==> src/rtl/ram_arbiter.sv <==
// rtl/ram_arbiter.sv - shared work RAM arbiter: downloader > eraser > CPU, with power-on erase.
// Optional macro RAM_ARB_DRAM_PATTERN_EN: eraser writes the 00/FF DRAM-style pattern instead of ERASE_VALUE.
module ram_arbiter #(
  parameter int                ADDR_W         = 13,
  parameter int                DATA_W         = 8,
  parameter logic [DATA_W-1:0] ERASE_VALUE    = '0,
  parameter int                ERASE_ON_RESET = 1
) (
  input  logic              clk14,
  input  logic              reset,
  input  logic              dl_active,
  input  logic              dl_wr,
  input  logic [ADDR_W-1:0] dl_addr,
  input  logic [DATA_W-1:0] dl_data,
  input  logic              erase_req,
  input  logic [ADDR_W-1:0] cpu_addr,
  input  logic [DATA_W-1:0] cpu_din,
  input  logic              cpu_wr,
  input  logic              cpu_rd,
  output logic              cpu_wait,
  output logic [ADDR_W-1:0] ram_addr,
  output logic [DATA_W-1:0] ram_din,
  output logic              ram_we,
  output logic              erase_busy,
  output logic              erase_done
);

  typedef enum logic {ST_RUN, ST_ERASE} state_t;

  localparam state_t            RESET_STATE = (ERASE_ON_RESET != 0) ? ST_ERASE : ST_RUN;
  localparam logic [ADDR_W-1:0] CNT_ONE     = {{(ADDR_W-1){1'b0}}, 1'b1};
  localparam logic [ADDR_W-1:0] CNT_LAST    = '1;

  state_t              r_state;
  state_t              w_state_nxt;
  logic [ADDR_W-1:0]   r_erase_cnt;
  logic [ADDR_W-1:0]   w_erase_cnt_nxt;
  logic                r_erase_done;
  logic                w_erase_done_nxt;
  logic [DATA_W-1:0]   w_erase_data;
  logic                w_cpu_wait;
  logic                w_unused;

  // Reads need no strobe, so cpu_rd is intentionally ignored.
  assign w_unused = ^{cpu_rd, ERASE_VALUE};

`ifdef RAM_ARB_DRAM_PATTERN_EN
  assign w_erase_data = {DATA_W{r_erase_cnt[0]}};
`else
  assign w_erase_data = ERASE_VALUE;
`endif

  always_ff @(posedge clk14 or posedge reset) begin
    if (reset) begin
      r_state      <= RESET_STATE;
      r_erase_cnt  <= '0;
      r_erase_done <= 1'b0;
    end else begin
      r_state      <= w_state_nxt;
      r_erase_cnt  <= w_erase_cnt_nxt;
      r_erase_done <= w_erase_done_nxt;
    end
  end

  // The eraser only advances on cycles it actually owns the RAM.
  always_comb begin
    w_state_nxt      = r_state;
    w_erase_cnt_nxt  = r_erase_cnt;
    w_erase_done_nxt = 1'b0;
    case (r_state)
      ST_ERASE: begin
        if (!dl_wr) begin
          w_erase_cnt_nxt = r_erase_cnt + CNT_ONE;
          if (r_erase_cnt == CNT_LAST) begin
            w_state_nxt      = ST_RUN;
            w_erase_done_nxt = 1'b1;
          end
        end
      end
      default: begin
        if (erase_req) begin
          w_state_nxt     = ST_ERASE;
          w_erase_cnt_nxt = '0;
        end
      end
    endcase
  end

  assign w_cpu_wait = reset | (r_state == ST_ERASE) | dl_active | dl_wr;

  always_comb begin
    ram_addr = '0;
    ram_din  = '0;
    ram_we   = 1'b0;
    if (!reset) begin
      if (dl_wr) begin
        ram_addr = dl_addr;
        ram_din  = dl_data;
        ram_we   = 1'b1;
      end else if (r_state == ST_ERASE) begin
        ram_addr = r_erase_cnt;
        ram_din  = w_erase_data;
        ram_we   = 1'b1;
      end else begin
        ram_addr = cpu_addr;
        ram_din  = cpu_din;
        ram_we   = cpu_wr & ~w_cpu_wait;
      end
    end
  end

  assign cpu_wait   = w_cpu_wait;
  assign erase_busy = (r_state == ST_ERASE);
  assign erase_done = r_erase_done;

endmodule

==> config.mk <==
export PLATFORM = sky130hd
export DESIGN_NAME = ram_arbiter
export DESIGN_NICKNAME = d
export VERILOG_FILES = /design/src/rtl/ram_arbiter.sv
export SDC_FILE = /design/constraint.sdc
export NUM_CORES = 1
export LEC_CHECK = 0
export CORE_ASPECT_RATIO = 1.4
export CORE_MARGIN = 8
export CORE_UTILIZATION = 38
export DETAILED_ROUTE_END_ITERATION = 8
export GPL_ROUTABILITY_DRIVEN = 0
export HOLD_SLACK_MARGIN = 0.03
export PLACE_DENSITY = 0.89
export SETUP_SLACK_MARGIN = 0.02
export SKIP_LAST_GASP = 1
export SLEW_MARGIN = 20
export SYNTH_ARGS = -nofsm -noshare
export SYNTH_HDL_FRONTEND = slang
export SYNTH_SLANG_ARGS = --single-unit
export TNS_END_PERCENT = 30
==> constraint.sdc <==
create_clock -name clk14 -period 1.75 [get_ports clk14]
set_input_delay 0.35 -clock clk14 [delete_from_list [all_inputs] [get_ports clk14]]
set_output_delay 0.35 -clock clk14 [all_outputs]
set_load 0.1 [all_outputs]
==> run summary <==
The proportion of layout cells with a drive suffix above 1 is 0.470. The via count of the first global-routing pass was 1884. The number of buffer and inverter stages on the critical path was 2.

The tools report the startpoint class of the critical path as a flop. The sequential share of the synthesized area is 0.289. The ratio of final minimum period to clock period works out to 1.22.

The synthesized netlist occupies a cell area of 1310 sq um. The largest driver fanout on the critical path came out at 6. The instance count after placement with tap cells included was 262. For the finished layout, the period the worst path requires is 2.13 ns.

The clock-pin slew on the worst setup and hold paths came out at 0.06 ns. The number of H-tree levels is 1. The count of TritonRoute iterations in the first routing pass is 4, and the number of pins exceeding their max-slew limit in the final report is 0. The tools report the worst-case clock skew as 0.00477 ns. The slowest stage of the critical path is the dfstp_4 cell. For the worst setup path, the data arrival time is 1.78 ns.

The path class of the tightest hold or removal check is in2async. The flow ran to the end, but the final reports show violations. For the total track usage, the log shows 0.217. Counting buffers and inverters, the worst setup path is 5 cells deep.

The largest voltage drop on the vdd net was 546 uV; the arithmetic-cell share of the synthesized area counting full adders, half adders and majority gates was 0.00959. The synthesized-area fraction occupied by ao, oa, aoi and oai cells is 0.144, and the core footprint is 3350 sq um. The cell family with the largest share of critical-path delay is flip-flops.

In this run the power density over the cells is 619 nW/um^2. The run gives 5870 um as the aggregate routed wire length. The data required time of the worst path was 1.40 ns.

The worst slew slack as a fraction of its limit came out at 0.602. The number of design-rule violations left by the first detailed-router iteration is 65, and the pin count of the biggest net entering global routing is 24. The later pin in the worst-skew pair is clocked with a latency of 0.25 ns. The total overflow left after global routing is 0. Across the run, the number of max-cap violations was 0. 74 I/O pins were placed. The average cell area after synthesis works out to 8.94 sq um.

The number of standard-cell rows in the floorplan came out at 25. After routing the design area is 3000 sq um. Total clock sinks: 15. The critical setup path kind was reg2out. 0 antenna diodes ended up in the layout. The run gives 0 as the final routed DRC violation total. The tools report the worst-case setup margin in the final layout as -0.384 ns. The number of different library cells used by synthesis comes to 35.

The critical path goes through buf_8, mux2_4, mux2i_4, nor2_4, buf_12. For the pin with the worst max-slew slack, the measured transition is 0.597 ns. Share of the synthesized netlist area taken by xor and xnor gates: 0. The final design utilization was 0.896.

The run gives 34 as the final setup violation count. The tools report the effective utilization at floorplan as 0.390. For the number of inserted filler cells in the final layout, the log shows 133. The final worst hold slack is 0.437 ns, and the final-report hold violation count is 0. TritonCTS built the clock tree. No sink is reached through more buffers than the 2 on the longest clock path. The average wire length per cell after detail routing is 21.4 um.

Once placement finished, the instance area stood at 2600 sq um. The final reports fail on negative setup slack. The first global-routing pass estimated 9520 um of wire. The multiplexer area fraction after synthesis was 0.243.

Compared with the post-synthesis result, the final layout area differs by 130%. The count of nets left with antenna violations once routing finished came out at 0. Counting cells, the worst reg-to-reg path comes to 6. The vertical die dimension is 85.3 um, and the final-stage net count is 285. The sum of negative setup slack is -8.33 ns. The run gives 3 as the TritonCTS buffer count.

Derived from the worst setup path, the maximum achievable clock frequency is 469 MHz. STA classifies the critical path endpoint as a primary output. The die covers 5590 sq um. Simple-gate portion of the synthesized area: 0.265. After technology mapping, the gate count stands at 146.

By area, the combinational part of the netlist is dominated by simple AND/OR/NAND/NOR gates. The die width was 65.5 um; the net count of the mapped netlist was 196. The final total power is 1.86 mW.

The total number of yosys warnings is 0. Setup repair after global routing could not meet its margin everywhere. OpenSTA, run right after detailed placement, puts the worst setup slack at -0.331 ns. The final non-filler cell total was 274.

The tree is rooted in a clkbuf_8. In this design, the stage delay of the slowest critical-path cell is 0.66 ns. The per-cell via count in the routed design is 5.72, and the total number of vias is 1566. The quantity of I/O buffers inserted on ports was 72. The initial antenna violation count came out at 0.

After clock tree synthesis, the flow added hold-fix buffers numbering 0. Summed over all cells, the static leakage comes to 1.22 nW. The synthesized design contains 15 register bits. Placed wire-length estimate: 3790 um.
[final timing paths]
kind	to	startpoint	slack, ns
max	ram_addr[0]	erase_busy	-0.38
min	r_erase_cnt[12]	reset	0.44
max reg2reg	r_erase_cnt[11]	erase_busy	-0.16
min reg2reg	r_erase_cnt[9]	r_erase_cnt[9]	0.56
max in group asynchronous	r_erase_cnt[8]	reset	0.92
min in group clk14	r_erase_cnt[9]	r_erase_cnt[9]	0.56
[worst reg2reg max path: stages, from the launching register on]
cell,delay [ns]
dfstp_4,0.66
buf_8,0.15
buf_4,0.13
buf_4,0.14
nand4b_4,0.17
nor4_1,0.35
mux2i_1,0.24
[registers in the layout, summed over array words and instances, names as in the netlist]
name,count
r_erase_cnt,13
erase_busy,1
erase_done,1
[cell usage after synthesis]
master     number  area share
mux2i_1        17        0.13
dfrtp_1        14        0.27
o21ai_0         1      0.0038
or4_1           2       0.012
nand3_1         2      0.0077
nand4b_1        1      0.0067
nor4_2          2       0.019
dfstp_2         1       0.020
a2bb2oi_1       1      0.0067
nor3_1          1      0.0038
a21oi_1         6       0.023
o311ai_1        3       0.020
buf_4           1      0.0058
o41ai_1         1      0.0067
o22ai_1         3       0.014
clkbuf_1        2      0.0058
nand2b_1        5       0.024
a22oi_1         7       0.040
mux2_2         13        0.11
nand4_1         1      0.0048
nand4b_2        1       0.012
nor2b_1         1      0.0048
nand4b_4        1       0.018
inv_1           7       0.020
buf_2           5       0.019
nor3b_1         1      0.0058
o31ai_1         2       0.012
nand4_4         1       0.016
nor4_1          2      0.0096
and2_1          1      0.0048
nor2_1         24       0.069
ha_1            1      0.0096
o211ai_1        3       0.017
nand3b_4        1       0.015
nand2_1        11       0.032
[routing by layer]
metal	vias up	routed length (um)	global-route usage	part of all wire
li1	719	-	-	-
met1	754	1900	0.200	0.32
met2	82	3250	0.397	0.55
met3	11	615	0.0962	0.10
met4	0	112	0.0896	0.019
met5	-	0	0	0
[what timing repair did]
action / in CTS / in global routing
hold endpoints to repair: 0 / 0
setup buffers: 6 / 0
setup endpoints to repair: 25 / 37
pin swaps: 5 / 3
gates resized for setup: 42 / 0
gates cloned: 2 / 0
[final cells by class]
cell class	count	area [sq um]	share of cell area
Multi-Input combinational cell	116	1270	0.422
Timing Repair Buffer	92	1230	0.410
Sequential cell	15	380	0.127
Tap cell	40	50.0	0.0167
Clock buffer	3	41.3	0.0138
Inverter	7	26.3	0.00876
Clock inverter	1	5.00	0.00167
[cells by family after synthesis]
| logic type | count (synthesis) |
|---|---|
| and+or+nand+nor | 58 |
| muxes | 30 |
| AOI/OAI and AO/OA | 27 |
| DFF | 15 |
| adders and majority gates | 1 |
| buffers and inverters | 15 |
[cell usage in the layout (no fill, tap or decap), types with 2 or more instances in the layout]
master	count
clkdlybuf4s50_1	45
buf_12	29
nor2_4	22
dfrtp_1	14
mux2_4	13
mux2i_4	13
buf_4	12
nand2_1	10
inv_1	7
nand2b_1	5
a21oi_1	5
mux2i_1	4
a22oi_1	4
o22ai_1	3
o211ai_1	3
a22oi_2	3
o311ai_1	3
clkbuf_8	3
nor2_1	2
nor4_2	2
o31ai_1	2
nand3_1	2
nor4_1	2
or4_1	2
bufbuf_16	2
buf_8	2
[where the power goes]
part           switching, mW  total [mW]  leakage, nW  internal, mW
sequential            0.0933       0.493        0.196         0.399
combinational          0.581        1.08        0.995         0.496
clock                  0.129       0.287       0.0255         0.158
total                  0.804        1.86         1.22          1.05
Power figures use the tool's default switching activity.
